$ cat src/rtl/mon_alarm_filter_pkg.sv
// Shared types for the monitor alarm conditioning block: channel FSM states,
// AGC alarm channel indices and the first-alarm priority helper.
package mon_alarm_filter_pkg;

  typedef enum logic [1:0] {
    ALMF_IDLE   = 2'd0,
    ALMF_ASSERT = 2'd1,
    ALMF_HOLD   = 2'd2
  } almf_state_e;

  localparam int ALM_CH_VFAIL = 0;
  localparam int ALM_CH_OSCAL = 1;
  localparam int ALM_CH_SCAFL = 2;
  localparam int ALM_CH_SCDBL = 3;
  localparam int ALM_CH_CTRAL = 4;
  localparam int ALM_CH_TCAL  = 5;
  localparam int ALM_CH_RPTAL = 6;
  localparam int ALM_CH_PAL   = 7;
  localparam int ALM_CH_WATCH = 8;
  localparam int ALM_CH_PIPAL = 9;
  localparam int ALM_CH_WARNF = 10;

  // Lowest set bit wins; returns 0 when nothing is set.
  function automatic logic [3:0] lowest_idx(input logic [15:0] v);
    logic [3:0] idx;
    idx = 4'd0;
    for (int i = 15; i >= 0; i--) begin
      if (v[i]) idx = 4'(i);
    end
    return idx;
  endfunction

endpackage

$ cat src/rtl/mon_alarm_chan.sv
// One alarm channel: two-flop synchronizer, glitch filter and minimum-width
// stretcher. Exposes single-cycle glitch_set / enter_assert strobes.
module mon_alarm_chan
  import mon_alarm_filter_pkg::*;
#(
  parameter int FILTER_CYCLES  = 4,
  parameter int STRETCH_CYCLES = 8
) (
  input  logic clk,
  input  logic rst_n,
  input  logic i_raw_n,
  output logic o_s,
  output logic o_alarm_n,
  output logic o_glitch_set,
  output logic o_enter_assert
);

  localparam int MAXC = (FILTER_CYCLES > STRETCH_CYCLES) ? FILTER_CYCLES : STRETCH_CYCLES;
  localparam int CW   = $clog2(MAXC) + 1;
  localparam logic [CW-1:0] F_LAST = CW'(FILTER_CYCLES - 1);
  localparam logic [CW-1:0] S_LAST = CW'(STRETCH_CYCLES - 1);

  logic          r_sync_p0;
  logic          r_sync_p1;
  almf_state_e   r_state;
  almf_state_e   w_state_nxt;
  logic [CW-1:0] r_cnt;
  logic [CW-1:0] w_cnt_nxt;
  logic          r_alarm_n;
  logic          w_glitch_set;
  logic          w_enter_assert;

  // stage p0/p1: synchronizer, idles high (no alarm)
  always_ff @(posedge clk or negedge rst_n) begin
    if (!rst_n) begin
      r_sync_p0 <= 1'b1;
      r_sync_p1 <= 1'b1;
    end else begin
      r_sync_p0 <= i_raw_n;
      r_sync_p1 <= r_sync_p0;
    end
  end

  // stage p2: filter/stretch FSM; alarm_n is decoded from the next state
  always_ff @(posedge clk or negedge rst_n) begin
    if (!rst_n) begin
      r_state   <= ALMF_IDLE;
      r_cnt     <= '0;
      r_alarm_n <= 1'b1;
    end else begin
      r_state   <= w_state_nxt;
      r_cnt     <= w_cnt_nxt;
      r_alarm_n <= (w_state_nxt == ALMF_IDLE);
    end
  end

  always_comb begin
    w_state_nxt    = r_state;
    w_cnt_nxt      = r_cnt;
    w_glitch_set   = 1'b0;
    w_enter_assert = 1'b0;
    case (r_state)
      ALMF_IDLE: begin
        if (!r_sync_p1) begin
          if (r_cnt == F_LAST) begin
            w_state_nxt    = ALMF_ASSERT;
            w_cnt_nxt      = '0;
            w_enter_assert = 1'b1;
          end else begin
            w_cnt_nxt = r_cnt + CW'(1);
          end
        end else begin
          w_glitch_set = (r_cnt != '0);
          w_cnt_nxt    = '0;
        end
      end
      ALMF_ASSERT: begin
        if (r_sync_p1) begin
          w_state_nxt = ALMF_HOLD;
          w_cnt_nxt   = '0;
        end
      end
      ALMF_HOLD: begin
        if (!r_sync_p1) begin
          w_state_nxt = ALMF_ASSERT;
          w_cnt_nxt   = '0;
        end else if (r_cnt == S_LAST) begin
          w_state_nxt = ALMF_IDLE;
          w_cnt_nxt   = '0;
        end else begin
          w_cnt_nxt = r_cnt + CW'(1);
        end
      end
      default: begin
        w_state_nxt = ALMF_IDLE;
        w_cnt_nxt   = '0;
      end
    endcase
  end

  assign o_s            = r_sync_p1;
  assign o_alarm_n      = r_alarm_n;
  assign o_glitch_set   = w_glitch_set;
  assign o_enter_assert = w_enter_assert;

endmodule

$ cat src/rtl/mon_alarm_filter.sv
// Alarm input conditioning for the monitor status registers: per-channel
// filtering, bypass muxing, sticky glitch flags and first-alarm capture.
module mon_alarm_filter
  import mon_alarm_filter_pkg::*;
#(
  parameter int N_ALARMS       = 11,
  parameter int FILTER_CYCLES  = 4,
  parameter int STRETCH_CYCLES = 8,
  parameter logic [N_ALARMS-1:0] BYPASS_MASK = N_ALARMS'(11'b000_1000_0000)
) (
  input  logic                clk,
  input  logic                rst_n,
  input  logic [N_ALARMS-1:0] alarm_raw_n,
  input  logic                clear,
  output logic [N_ALARMS-1:0] alarm_n,
  output logic [N_ALARMS-1:0] glitch,
  output logic                first_valid,
  output logic [3:0]          first_idx
);

  logic [N_ALARMS-1:0] w_s;
  logic [N_ALARMS-1:0] w_fsm_n;
  logic [N_ALARMS-1:0] w_gset_raw;
  logic [N_ALARMS-1:0] w_enter_raw;
  logic [N_ALARMS-1:0] w_gset;
  logic [N_ALARMS-1:0] w_enter;
  logic [3:0]          w_first_idx;
  logic [N_ALARMS-1:0] r_glitch;
  logic                r_first_valid;
  logic [3:0]          r_first_idx;

  for (genvar i = 0; i < N_ALARMS; i++) begin : g_chan
    mon_alarm_chan #(
      .FILTER_CYCLES (FILTER_CYCLES),
      .STRETCH_CYCLES(STRETCH_CYCLES)
    ) u_chan (
      .clk           (clk),
      .rst_n         (rst_n),
      .i_raw_n       (alarm_raw_n[i]),
      .o_s           (w_s[i]),
      .o_alarm_n     (w_fsm_n[i]),
      .o_glitch_set  (w_gset_raw[i]),
      .o_enter_assert(w_enter_raw[i])
    );
    // Bypassed channels pass the synchronized line straight through.
    assign alarm_n[i] = BYPASS_MASK[i] ? w_s[i] : w_fsm_n[i];
  end

  assign w_gset      = w_gset_raw  & ~BYPASS_MASK;
  assign w_enter     = w_enter_raw & ~BYPASS_MASK;
  assign w_first_idx = lowest_idx(16'(w_enter));

  // A set event on the same edge as clear takes precedence.
  always_ff @(posedge clk or negedge rst_n) begin
    if (!rst_n) begin
      r_glitch      <= '0;
      r_first_valid <= 1'b0;
      r_first_idx   <= 4'd0;
    end else begin
      r_glitch <= (r_glitch & ~{N_ALARMS{clear}}) | w_gset;
      if (!r_first_valid && (|w_enter)) begin
        r_first_valid <= 1'b1;
        r_first_idx   <= w_first_idx;
      end else if (clear) begin
        r_first_valid <= 1'b0;
        r_first_idx   <= 4'd0;
      end
    end
  end

  assign glitch      = r_glitch;
  assign first_valid = r_first_valid;
  assign first_idx   = r_first_idx;

endmodule

$ cat config.mk
export PLATFORM = sky130hd
export DESIGN_NAME = mon_alarm_filter
export DESIGN_NICKNAME = d
export VERILOG_FILES = /design/src/rtl/mon_alarm_filter_pkg.sv /design/src/rtl/mon_alarm_chan.sv /design/src/rtl/mon_alarm_filter.sv
export SDC_FILE = /design/constraint.sdc
export NUM_CORES = 1
export LEC_CHECK = 0
export CAP_MARGIN = 0
export CORE_MARGIN = 2
export CORE_UTILIZATION = 25
export DETAILED_ROUTE_END_ITERATION = 8
export DONT_BUFFER_PORTS = 1
export PLACE_DENSITY = 0.45
export SYNTH_ARGS = -nofsm -noshare
export SYNTH_HDL_FRONTEND = slang
export SYNTH_HIERARCHICAL = 1
export SYNTH_SLANG_ARGS = --single-unit
$ cat constraint.sdc
create_clock -name clk -period 2 [get_ports clk]
set_input_delay 0.2 -clock clk [delete_from_list [all_inputs] [get_ports clk]]
set_output_delay 0.2 -clock clk [all_outputs]
set_load 0.02 [all_outputs]
==> impl_metrics.tcl, run 1 <==
set metrics [dict create \
    outcome "finished with violations" \
    violations "hold timing" \
    antenna_cells 0 \
    finalHoldViolCount 108 \
    cts_tree "built" \
    dieArea_mm2 0.0260 \
    placedInstanceArea_mm2 0.00656 \
    finalWorstSetupSlack_ns 0.115 \
    cp-start-kind "register" \
    postLayoutCellArea_mm2 0.00713 \
    multi_input_area_mm2 0.00297 \
    crit_chain "ha_1 -> nand2b_1 -> nor4_2 -> buf_4 -> nor4_4 -> a31o_4 -> a32o_1" \
    clock_skew_ns 0.0100 \
    cts_sinks 108 \
    powerDensity_mw_per_mm2 1240 \
    wl_per_cell_um 14.5 \
    syn_area_per_cell_um2 10.1 \
    grt_pass1_vias 4585 \
    cts-root-buf "clkbuf_16" \
    whs_ns -0.454 \
    place.gp.congestion 0.822 \
    grt_max_degree 109 \
    seqCellArea_mm2 0.00274 \
    worstMarginPinSlew_ns 0.452 \
    final_max_slew_viol_count 0 \
    period_share_pct 94.2 \
    syn_nets 643 \
    cp.arrival_ns 2.13 \
    vdd_drop_max_uv 526 \
    gr-total-overflow 0 \
    power_mw 8.84 \
    path_class "register to register" \
    max_freq_mhz 531 \
    die_w_um 161 \
    drt_iter0_markers 244 \
    cap_violations 0 \
    critPathRequiredTime_ns 2.25 \
    path_clk_slew_ns 0.08 \
    cp_max_fo 5 \
    p_leak_nw 2.91 \
    viasPerCell 4.85 \
    final_core_util_pct 29.4 \
    setup_viol 0 \
    area_delta_synth_final_pct 15.4 \
    dr_total_vias 4630 \
    dp.final_hpwl_mm 9.41 \
    drc 0 \
    num_rows 57 \
    tns_ns 0 \
    syn_area_mm2 0.00617 \
    dpl_worst_slack_ns 0.00978 \
    cts_buffer_depth 2 \
    syn_inst 609 \
    clk-insertion-delay-late_ns 0.35 \
    dieHeight_um 161 \
    cp-end-kind "register" \
    port-buffer-count 0 \
    core_region_area_mm2 0.0242 \
    rsz0062_at_grt "false" \
    hp-class "input port to async pin" \
    grt.total_usage_pct 10.9 \
    htreeDepth 3 \
    dp.cells 926 \
    layout.nets 659 \
    route.antenna.remaining_nets 0 \
    period_needed_ns 1.88 \
    ios 41 \
    drive_gt1_share_pct 23.5 \
    firstDrtPassIters 4 \
    numCtsBuffers 9 \
    cts_setup_buffers 0 \
    hold_buffers 12 \
    instances_no_fill 954 \
    nFillCells 2526 \
    initial_utilization_pct 25.5 \
    critPathSlowestCell "dfrtp_1" \
    antenna_found_initial 0 \
    synth_warnings 6 \
    cpPeakStageDelay_ns 0.40 \
    grt_pass1_wl_mm 22.9 \
    maxSlewHeadroom_pct 69.1 \
    wl_mm 13.8 \
]
## cell usage in the layout (no fill, tap or decap), types with 9 or more instances in the layout
cell / n
a21oi_1: 25
o2111ai_1: 14
inv_1: 48
xor2_1: 9
nor2_1: 31
or2_4: 10
nor3b_1: 15
a21o_1: 10
clkbuf_16: 9
ha_1: 17
dlygate4sd3_1: 12
dfrtp_1: 75
o211ai_1: 10
o21ai_0: 23
nand2_1: 24
nand3_1: 19
nand2b_1: 18
xnor2_1: 9
a2111o_1: 9
buf_4: 44
dfstp_2: 32
and2_2: 11
mux2i_1: 9
## report_power, final
group	leakage [nW]	internal [mW]	switching, mW
combinational	1.37	1.46	1.70
clock	0.182	1.36	0.869
sequential	1.35	2.79	0.660
## final cells by class
class | count | area share, %
multi-input combinational | 401 | 41.7
sequential | 108 | 38.5
clock buffer | 9 | 3.16
tap | 324 | 5.69
clock inverter | 7 | 2.04
timing repair buffer | 56 | 6.32
inverter | 49 | 2.58
## timing repair
action,in CTS,in global routing
resized for setup,2,12
pin swaps,0,1
setup endpoints to repair,2,3
endpoints found under the hold margin,122,108
## layer usage
layer  wire length, um  vias up  global-route usage (%)
met5                 0        -                       0
met4               249        0                    3.73
met3               581       20                    2.90
met2              6720       66                    18.3
met1              6240     2311                    13.5
li1                  -     2233                       -
## critical path: cells and delay by family (launching register included)
family	cells	cell delay, ns
AOI/OAI and AO/OA	2	0.51
and+or+nand+nor	3	0.44
DFF	1	0.40
adders and majority gates	1	0.24
buffers and inverters	1	0.20
## final timing paths
path / startpoint / endpoint / slack, ns / depth (start not counted)
max: g_chan[3].u_chan/r_cnt[1] / first_idx[0] / 0.12 / 7
max in group asynchronous: rst_n / g_chan[5].u_chan/r_sync_p0 / 2.22 / 0
min reg2reg: g_chan[5].u_chan/r_sync_p0 / g_chan[5].u_chan/o_s / 0.36 / 0
max reg2reg: g_chan[3].u_chan/r_cnt[1] / first_idx[0] / 0.12 / 7
min in group clk: clear / glitch[4] / 0.02 / 2
min: rst_n / g_chan[3].u_chan/r_cnt[1] / -0.45 / 0
## sequential cells by signal, indices dropped and copies added (netlist names)
| signal | cells |
|---|---|
| g_chan.u_chan/r_sync_p0 | 11 |
| g_chan.u_chan/o_alarm_n | 10 |
| g_chan.u_chan/o_s | 11 |
| g_chan.u_chan/r_cnt | 40 |
| first_valid | 1 |
| g_chan.u_chan/r_state | 20 |
| first_idx | 4 |
| glitch | 11 |
Power figures use the tool's default switching activity.
==> run 2: changes to the inputs <==
- HOLD_SLACK_MARGIN: not set -> 0.15
==> impl_metrics.tcl, run 2 (synthesis results as in run 1) <==
set metrics [dict create \
    grt_pass1_vias 4581 \
    grt_max_degree 109 \
    cts_buffer_depth 2 \
    hold_buffers 12 \
    cp_max_fo 10 \
    final_max_slew_viol_count 0 \
    max_freq_mhz 531 \
    drc 0 \
    initial_utilization_pct 25.5 \
    dieHeight_um 161 \
    rsz0062_at_grt "false" \
    layout_common_cells "dfrtp_1, inv_1, buf_4" \
    area_delta_synth_final_pct 15.4 \
    path_class "register to register" \
    cts-root-buf "clkbuf_16" \
    grt_pass1_wl_mm 22.9 \
    period_needed_ns 1.88 \
    p_int_mw 5.61 \
    hp-class "input port to async pin" \
    cp-end-kind "register" \
    core_region_area_mm2 0.0242 \
    port-buffer-count 0 \
    dieArea_mm2 0.0260 \
    grt.total_usage_pct 10.8 \
    num_rows 57 \
    place.gp.congestion 0.822 \
    cts_tree "built" \
    cts_setup_buffers 0 \
    drive_gt1_share_pct 23.5 \
    drt_iter0_markers 251 \
    cp-start-kind "register" \
    layout.nets 659 \
    path_clk_slew_ns 0.08 \
    wl_per_cell_um 14.5 \
    clk-insertion-delay-late_ns 0.35 \
    powerDensity_mw_per_mm2 1240 \
    numCtsBuffers 9 \
    antenna_found_initial 0 \
    pwr-share-clk_pct 25.3 \
    dp.cells 926 \
    vdd_drop_max_uv 528 \
    final_common_cell "dfrtp_1" \
    worstMarginPinSlew_ns 0.452 \
    power_mw 8.84 \
    critPathRequiredTime_ns 2.26 \
    ios 41 \
    whs_ns -0.453 \
    p_comb_share_pct 35.8 \
    p_leak_nw 2.91 \
    cap_violations 0 \
    dp.final_hpwl_mm 9.41 \
    clock_skew_ns 0.00918 \
    viasPerCell 4.87 \
    setup_viol 0 \
    p_sw_share_pct 36.6 \
    wl_mm 13.8 \
    seqPwrFrac_pct 39.0 \
    htreeDepth 3 \
    largest_reg_flops 40 \
    maxSlewHeadroom_pct 69.1 \
    firstDrtPassIters 4 \
    cts_sinks 108 \
    netSwitchingPower_mw 3.23 \
    finalHoldViolCount 108 \
    outcome "finished with violations" \
    antenna_cells 0 \
    die_w_um 161 \
    cp.arrival_ns 2.14 \
    period_share_pct 94.2 \
    regMostFlops "g_chan.u_chan/r_cnt" \
    instances_no_fill 954 \
    violations "hold timing" \
    gr-total-overflow 0 \
    route.antenna.remaining_nets 0 \
    reg.largest.list "g_chan.u_chan/r_cnt x40, g_chan.u_chan/r_state x20" \
    dr_total_vias 4643 \
]
-- run 2: power by group through the flow --
stage               sequential [mW]  clock [mW]  combinational [mW]
floorplan                      3.26           0                2.59
global placement               3.47           0                3.04
detailed placement             3.49           0                3.10
CTS                            3.45        2.34                3.14
global route                   3.54        2.41                3.56
finish                         3.45        2.23                3.16
-- run 2: per-stage QoR --
stage / hold slack (ns) / utilization, % / setup WS, ns / TNS, ns / cell area, um^2
2_1_floorplan: -0.0956 / - / 0.0136 / 0 / 6170
3_3_place_gp: -0.0890 / 27.0 / -0.0433 / -0.0778 / 6560
3_5_place_dp: -0.0884 / 27.0 / 0.00978 / 0 / 6560
4_1_cts: -0.476 / 29.1 / 0.0172 / 0 / 7060
5_1_grt: -0.479 / 29.4 / 0.00523 / 0 / 7130
6_report: -0.453 / 29.4 / 0.116 / 0 / 7130
-- run 2: critical path, stage by stage, from the launching register on --
cell	delay [ns]
dfstp_2	0.63
or2_4	0.18
nor4_2	0.05
buf_4	0.16
nor4_4	0.25
buf_4	0.17
a21oi_1	0.07
o32ai_2	0.27
-- run 2: final timing paths --
check / startpoint / slack [ns] / cells past startpoint / end
worst min register to register: g_chan[5].u_chan/r_sync_p0 / 0.36 / 0 / g_chan[5].u_chan/o_s
worst max register to register: g_chan[3].u_chan/o_s / 0.12 / 7 / first_idx[2]
worst max-delay path: g_chan[3].u_chan/o_s / 0.12 / 7 / first_idx[2]
min in group clk: g_chan[5].u_chan/r_sync_p0 / 0.36 / 0 / g_chan[5].u_chan/o_s
worst min-delay path: rst_n / -0.45 / 0 / g_chan[3].u_chan/r_cnt[1]
max in group asynchronous: rst_n / 2.22 / 0 / g_chan[5].u_chan/r_sync_p0
-- run 2: area by class of cell --
cell class / count / area (um^2)
clock buffers: 9 / 225
clock inverters: 7 / 145
fillers: 2526 / 17100
inverters: 49 / 184
multi-input cells: 401 / 2970
flip-flops and latches: 108 / 2740
well taps: 324 / 405
repair buffers: 56 / 450
-- run 2: per-layer routing --
| layer | GRT usage [%] | vias to the layer above | wire length [um] | part of all wire [%] |
|---|---|---|---|---|
| li1 | - | 2235 | - | - |
| met1 | 13.5 | 2317 | 6250 | 45 |
| met2 | 18.3 | 71 | 6720 | 49 |
| met3 | 2.90 | 20 | 580 | 4.2 |
| met4 | 3.73 | 0 | 249 | 1.8 |
| met5 | 0 | - | 0 | 0 |
-- run 2: timing repair --
action | CTS | global route
pin swaps | 0 | 1
endpoints found under the setup margin | 2 | 3
hold endpoints to repair | 123 | 108
resized for setup | 2 | 12
==> run 3: changes to the inputs <==
- SKIP_LAST_GASP: not set -> 1
==> impl_metrics.tcl, run 3 (synthesis results as in run 1) <==
set metrics [dict create \
    outcome "finished with violations" \
    violations "hold timing" \
    grt.total_usage_pct 10.8 \
    grt_max_degree 109 \
    grt_pass1_vias 4581 \
    drc 0 \
    initial_utilization_pct 25.5 \
    final_core_util_pct 29.3 \
    cp-end-kind "register" \
    wl_per_cell_um 14.4 \
    cp_max_fo 10 \
    cts_setup_buffers 0 \
    largest_reg_flops 40 \
    drt_iter0_markers 246 \
    core_region_area_mm2 0.0242 \
    netSwitchingPower_mw 3.22 \
    p_leak_nw 2.91 \
    cts-root-buf "clkbuf_16" \
    die_w_um 161 \
    htreeDepth 3 \
    ios 41 \
    clock_skew_ns 0.00940 \
    dieHeight_um 161 \
    reg.largest.list "g_chan.u_chan/r_cnt x40, g_chan.u_chan/r_state x20" \
    cp_num_buf_inv 2 \
    r2r_setup_slack_ns 0.12 \
    multi_input_area_mm2 0.00296 \
    rsz0062_at_grt "true" \
    cp-start-kind "register" \
    critPathSlowestCell "dfstp_2" \
    period_needed_ns 1.88 \
    firstDrtPassIters 6 \
    final_max_slew_viol_count 0 \
    pwr-share-clk_pct 25.3 \
    gr-total-overflow 0 \
    finalWorstSetupSlack_ns 0.118 \
    layout_common_cells "dfrtp_1, inv_1, buf_4" \
    dpl_worst_slack_ns 0.00978 \
    hold_buffers 12 \
    p_sw_share_pct 36.5 \
    finalHoldViolCount 108 \
    drive_gt1_share_pct 23.5 \
    cts_sinks 108 \
    antenna_cells 0 \
    viasPerCell 4.83 \
    final_common_cell "dfrtp_1" \
    critPathRequiredTime_ns 2.26 \
    maxSlewHeadroom_pct 68.8 \
    dr_total_vias 4610 \
    num_rows 57 \
    crit_chain "or2_4 -> nor4_2 -> buf_4 -> nor4_4 -> buf_4 -> a21oi_1 -> o32ai_2" \
    dieArea_mm2 0.0260 \
    clk-insertion-delay-late_ns 0.35 \
    whs_ns -0.452 \
    vdd_drop_max_uv 528 \
    max_freq_mhz 531 \
    seqCellArea_mm2 0.00274 \
    seqPwrFrac_pct 38.9 \
    worstMarginPinSlew_ns 0.457 \
    path_class "register to register" \
    route.antenna.remaining_nets 0 \
    area_delta_synth_final_pct 15.3 \
    p_int_mw 5.61 \
    grt_pass1_wl_mm 22.9 \
    worstRegToRegCells 7 \
    critical-path-top-delay-family "flip-flops" \
    port-buffer-count 0 \
    cap_violations 0 \
    crit_top_cell "buf_4" \
    path_clk_slew_ns 0.08 \
    setup_viol 0 \
    r2r_start "g_chan[3].u_chan/o_s" \
    layout.nets 659 \
    regMostFlops "g_chan.u_chan/r_cnt" \
    reg2reg_to "first_idx[2]" \
    cp.arrival_ns 2.14 \
    dp.final_hpwl_mm 9.41 \
    p_comb_share_pct 35.8 \
    wl_mm 13.8 \
    cts_buffer_depth 2 \
    hp-class "input port to async pin" \
    cts_tree "built" \
    cpPeakStageDelay_ns 0.63 \
    period_share_pct 94.1 \
    antenna_found_initial 0 \
    numCtsBuffers 9 \
    nFillCells 2524 \
    place.gp.congestion 0.822 \
    powerDensity_mw_per_mm2 1240 \
]
## run 3: cell counts in the layout (fill, tap and decap cells not counted)
No cell type changed its count.
## run 3: metal layers
metal,global-route usage (%),vias up,wire length (um)
met5,0,-,0
met4,3.73,0,249
met3,2.90,19,592
met2,18.3,74,6720
met1,13.5,2283,6230
li1,-,2234,-
## run 3: area by class of cell
cell class | instances | area share [%]
clock inverters | 7 | 2.04
repair buffers | 56 | 6.33
well taps | 324 | 5.70
clock buffers | 9 | 3.17
multi-input cells | 401 | 41.6
inverters | 49 | 2.58
flip-flops and latches | 108 | 38.6
## run 3: how the worst max path moves through the flow
stage / startpoint / to / slack (ns) / depth (start not counted)
after floorplan: g_chan[0].u_chan/r_cnt[1] / first_idx[0] / 0.01 / 6
after global routing: g_chan[6].u_chan/r_cnt[1] / first_idx[1] / -0.02 / 7
after detailed placement: g_chan[5].u_chan/r_cnt[1] / first_idx[0] / 0.01 / 7
after global placement: g_chan[5].u_chan/r_cnt[1] / first_idx[0] / -0.04 / 7
final: g_chan[3].u_chan/o_s / first_idx[2] / 0.12 / 7
after CTS: g_chan[3].u_chan/r_cnt[1] / first_idx[1] / 0.02 / 7
## run 3: per-stage QoR
stage          instances  area, um^2  power, mW  hold slack, ns  setup TNS (ns)
2_1_floorplan        609        6170       5.85         -0.0956               0
3_3_place_gp         926        6560       6.51         -0.0890         -0.0778
3_5_place_dp         926        6560       6.58         -0.0884               0
4_1_cts              954        7060       8.93          -0.476               0
5_1_grt              954        7120       9.50          -0.479         -0.0157
6_report             954        7120       8.83          -0.452               0
## run 3: power by group through the flow
| stage | combinational, mW | clock, mW | sequential (mW) |
|---|---|---|---|
| after global routing | 3.56 | 2.41 | 3.53 |
| final | 3.16 | 2.23 | 3.44 |
| after floorplan | 2.59 | 0 | 3.26 |
| after CTS | 3.14 | 2.34 | 3.45 |
| after global placement | 3.04 | 0 | 3.47 |
| after detailed placement | 3.10 | 0 | 3.49 |
## run 3: repair_timing
| action | 4_1_cts | 5_1_grt |
|---|---|---|
| endpoints found under the hold margin | 123 | 108 |
| endpoints found under the setup margin | 2 | 3 |
| pin swaps | 0 | 1 |
| resized for setup | 2 | 11 |
